===== config.mk =====
export PLATFORM = sky130hd
export DESIGN_NAME = piso
export DESIGN_NICKNAME = d
export VERILOG_FILES = /design/src/rtl/piso.sv
export SDC_FILE = /design/constraint.sdc
export NUM_CORES = 1
export LEC_CHECK = 0
export CORE_AREA = 2 2 39 41
export CTS_BUF_LIST = sky130_fd_sc_hd__clkbuf_4
export DETAILED_ROUTE_END_ITERATION = 6
export DIE_AREA = 0 0 41 43
export SYNTH_ARGS = -nofsm -noshare
export SYNTH_HDL_FRONTEND = slang
export SYNTH_SLANG_ARGS = --single-unit

===== constraint.sdc =====
create_clock -name clk -period 1.15 [get_ports clk]
set_clock_uncertainty 0.05 [all_clocks]
set_input_delay 0.115 -clock clk [delete_from_list [all_inputs] [get_ports clk]]
set_output_delay 0.115 -clock clk [all_outputs]
set_load 0.01 [all_outputs]

===== src/rtl/piso.sv =====
`default_nettype none
// +-----------------------------------------------------------------------+
// | piso : parallel-in serial-out shift register (load > shift > hold)    |
// | rev 1.0                                                               |
// +-----------------------------------------------------------------------+
module piso #(
  parameter int   WIDTH     = 8,
  parameter bit   MSB_FIRST = 1'b1,
  parameter logic FILL      = 1'b0
) (
  input  logic [WIDTH-1:0] data_in,
  input  logic             rst,
  input  logic             clk,
  input  logic             load,
  input  logic             shen,
  output logic [WIDTH-1:0] sreg,
  output logic             ser_out
);

  logic [WIDTH-1:0] r_sreg;
  logic [WIDTH-1:0] w_shifted;
  logic             w_ser;

  // Shift direction and the serial tap are fixed at elaboration time.
  generate
    if (MSB_FIRST) begin : g_msb_first
      assign w_shifted = {r_sreg[WIDTH-2:0], FILL};
      assign w_ser     = r_sreg[WIDTH-1];
    end else begin : g_lsb_first
      assign w_shifted = {FILL, r_sreg[WIDTH-1:1]};
      assign w_ser     = r_sreg[0];
    end
  endgenerate

  always_ff @(posedge clk) begin
    if (rst) begin
      r_sreg <= '0;
    end else if (load) begin
      r_sreg <= data_in;
    end else if (shen) begin
      r_sreg <= w_shifted;
    end
  end

  assign sreg    = r_sreg;
  assign ser_out = w_ser;

endmodule
`default_nettype wire


# ---- Yosys cells after proc, flatten, opt, wreduce, memory -nomap -nowiden
# Index checks and enable logic that the tools add are counted.
dict set report classes {
  mux 2
  n_reduce_logical 1
}
# cell n
set ops {}
lappend ops {{$mux 8} 2}
lappend ops {{$reduce_bool 2->1} 1}
dict set report totals {
  regBits 8
  inputBits 12
  out_inout_bits 9
  word_cells 4
}

# ---- Longest topological paths before layout
dict set report depth {
  word_depth 2
  depth_mapped 3
  mapped_depth_nobuf 2
}

# ---- Worst setup path after synthesis
# Ideal clock, no wire load.
dict set report synth_timing {
  path_kind {flip-flop to flip-flop}
  startpoint {register sreg[0] (netlist name)}
  endpoint {register r_sreg[0] (netlist: sreg[0])}
  setup_time_ns 0.070
  arrival_ns 0.831
  required_ns 1.030
  slack_ns 0.200
  stages_incl_launch_ff 3
  n_path_buf 0
  synth_period_minus_slack_ns 0.950
  path_cell_list {dfxtp_1 or3b_1 a21oi_1}
}
# item line
set synth_rtl {}
lappend synth_rtl {{to (signal assigned)} 39} ;# r_sreg <= data_in;
lappend synth_rtl {{to (signal assigned)} 41} ;# r_sreg <= w_shifted;
lappend synth_rtl {{to (decl)} 20} ;# logic [WIDTH-1:0] r_sreg;

# ---- Final worst setup path
dict set report layout_timing {
  startpoint {register r_sreg[1] (netlist: sreg[1])}
  endpoint {output sreg[1]}
}
# item line
set layout_rtl {}
lappend layout_rtl {{to (decl)} 16} ;# output logic [WIDTH-1:0] sreg,
# No word-level cell between the ends.

==> summary.md <==
| Metric | Value |
|---|---|
| Share of cells above drive strength 1 | 13.1% |
| Rel. slew slack | 79.5% |
| Synth Register Bits | 8 |
| Io pins | 21 |
| Clk_lat worst skew | 0.25 ns |
| Layout area overhead | 63.8% |
| Crit path max-delay family | flip-flops |
| Min-delay src | data_in[0] |
| Crit share post-route | 90.9% |
| Warnings, synthesis | 0 |
| Worst R2R End | sreg[0]$_SDFFE_PP0P_ |
| Detail Route Antenna Nets | 0 |
| Max Cap Viol | 0 |
| Hold slack | 0.374 ns |
| Buffer type at the clock tree root | clkbuf_4 |
| Vias/cell | 4.58 |
| Post-DR wirelength/cell | 11.3 um |
| CTS Hold Bufs | 0 |
| Synthesized net count | 48 |
| Part of the power in combinational logic | 21.9% |
| Pins Over Slew Limit | 0 |
| Worst Hold Depth | 3 |
| All-Layer GR Usage | 12.3% |
| Critical path, cell by cell | dlygate4sd2_1 |
| R2r setup slk | 0.21 ns |
| Die height | 43 um |
| Kind of critical path | flop to primary output |
| Gpl congestion | 0.692 |
| P per Cell Area | 1090 nW/um^2 |
| Cell taking the most area after synthesis | dfxtp_1 |
| Most frequent cell after synthesis | dfxtp_1 |
| Register share of total power | 45.8% |
| Fin crit period | 1.05 ns |
| Internal power | 508 uW |
| Vias in the first global route | 352 |
| Fin Setup TNS | 0 ns |
| DP HPWL | 646 um |
| Die Wd | 41 um |
| Sequential share of the synthesized area | 42.5% |
| R2R depth | 2 |
| CP max-delay cell | dfxtp_1 |
| Die footprint | 1760 um^2 |
| CTS tree | yes |
| Worst slack, placed | -0.0963 ns |
| First drt pass iteration count | 3 |
| DRC Markers | 0 |
| Status | finished, final reports clean |
| IO Port Bufs | 20 |
| Clk sinks | 8 |
| Worst hold path type | input port to flop |
| Commonest cells post-synth | 8 x dfxtp_1, 7 x a211oi_1, 7 x mux2i_1, 7 x nor2b_1 |
| Crit Reg-Reg Startpoint | sreg[0]$_SDFFE_PP0P_ |
| Async SR Flop Fraction | 0% |
| Routed WL | 870 um |
| Yosys cell types | 11 |
| VDD IR max | 0.000321 V |
| RSZ-0062 raised after global routing | false |
| CP startpoint kind | flop |
| Clock Power Share | 32.3% |
| Worst Hold End | sreg[0]$_SDFFE_PP0P_ |
| Grt total ovfl | 0 |
| Initial antenna violation count | 0 |
| Max frequency | 957 MHz |
| Cells after synthesis | 36 |
| Mapped Avg Cell Area | 10.5 um^2 |
| LEAKAGE | 0.283 nW |
| NumNets Final | 75 |
| Placeable Area | 1380 um^2 |
| CP required | 0.99 ns |
| Worst Path Max Fanout | 3 |
| Post-synth EDFFs | 0 |
| Max reg flops | 8 |
| Max clock buf depth | 2 |
| Starting density of the core | 27.2% |
| Crit path buffers/inverters | 1 |
| Synth Cell Area | 377 um^2 |
| Largest net degree at the start of global routing | 9 |
| # H-tree levels | 1 |
| Share of the synthesized area in the top cell type | 42.5% |
| CP Data Arrival Time | 0.88 ns |
| Clock-pin transition on the worst setup and hold timing paths | 0.05 ns |
| Crit-path max cell delay | 0.35 ns |
| Worst setup margin | 0.105 ns |
| Iter 0 DRT Violations | 4 |
| Final Hold Viols | 0 |
| Switching power total | 167 uW |
| # rows | 14 |
| Synth Flop Type | dfxtp_1 |
| Top post-synthesis cells by area | dfxtp_1 43%, mux2i_1 19%, a211oi_1 14%, nor2b_1 12%, buf_6 3.0% |
| Crit. End Element | primary output |
| Worst Tran Pin Value | 0.307 ns |
| Switch share | 24.8% |
| CTS Buf Count | 3 |
| Via count | 353 |
| First-pass GRT wire length | 1460 um |
| Ant diodes | 0 |
| # setup viols final | 0 |
[per-stage QoR]
step / util, % / instance area (um^2) / total power [mW] / cells
global placement: 43.8 / 606 / 0.482 / 74
CTS: 44.6 / 617 / 0.690 / 77
detailed placement: 43.8 / 606 / 0.480 / 74
floorplan: - / 377 / 0.383 / 36
finish: 44.6 / 617 / 0.675 / 77
global route: 44.6 / 617 / 0.720 / 77
[placed cells by master, fill, tap and decap left out, drive strengths merged]
cell | Yosys | routed
or3b | 1 | 1
mux2i | 7 | 7
buf | 2 | 5
nor2b | 7 | 7
clkdlybuf4s50 | 0 | 11
dfxtp | 8 | 8
dlygate4sd2 | 0 | 9
nand2 | 1 | 1
a21oi | 1 | 1
a211oi | 7 | 7
inv | 1 | 1
clkbuf | 0 | 3
[power groups by stage]
stage / combinational, mW / sequential [mW] / clock (mW)
after floorplan: 0.0579 / 0.325 / 0
after CTS: 0.151 / 0.309 / 0.230
after detailed placement: 0.164 / 0.316 / 0
after global placement: 0.165 / 0.317 / 0
final: 0.148 / 0.309 / 0.218
after global routing: 0.164 / 0.313 / 0.244
[routing by layer]
layer | track usage, % | vias up | wire length, um
met5 | 0 | - | 0
met4 | 8.00 | 0 | 0
met3 | 3.66 | 0 | 88
met2 | 15.9 | 14 | 367
met1 | 16.9 | 158 | 414
li1 | - | 181 | -
[how the worst max path moves through the flow]
stage,from,to,slack [ns],cells after the start
6_report,sreg[1]$_SDFFE_PP0P_,sreg[1],0.10,1
3_3_place_gp,load,sreg[0]$_SDFFE_PP0P_,-0.1,3
4_1_cts,sreg[1]$_SDFFE_PP0P_,sreg[1],0.09,1
5_1_grt,sreg[0]$_SDFFE_PP0P_,sreg[0],0.03,1
2_1_floorplan,sreg[0]$_SDFFE_PP0P_,sreg[0]$_SDFFE_PP0P_,0.20,2
3_5_place_dp,shen,sreg[4]$_SDFFE_PP0P_,-0.1,4
[area by class of cell]
class / count / area, um^2
Clock buffer: 3 / 22.5
Fill cell: 148 / 767
Inverter: 1 / 3.75
Multi-Input combinational cell: 24 / 184
Sequential cell: 8 / 160
Tap cell: 16 / 20.0
Timing Repair Buffer: 25 / 226
[cell families (layout without fill, tap and decap cells)]
logic type,Yosys count,count (layout),synth area share (%)
simple gates,9,9,14.9
compound gates,8,8,15.3
flops,8,8,42.5
mux,7,7,18.6
buf+inv,4,29,8.64
[repair_timing]
item / 4_1_cts / 5_1_grt
endpoints found under the setup margin: 9 / 0
resized for setup: 9 / 0
setup buffers: 0 / 0
No activity file was read; power rests on OpenSTA's default activity.
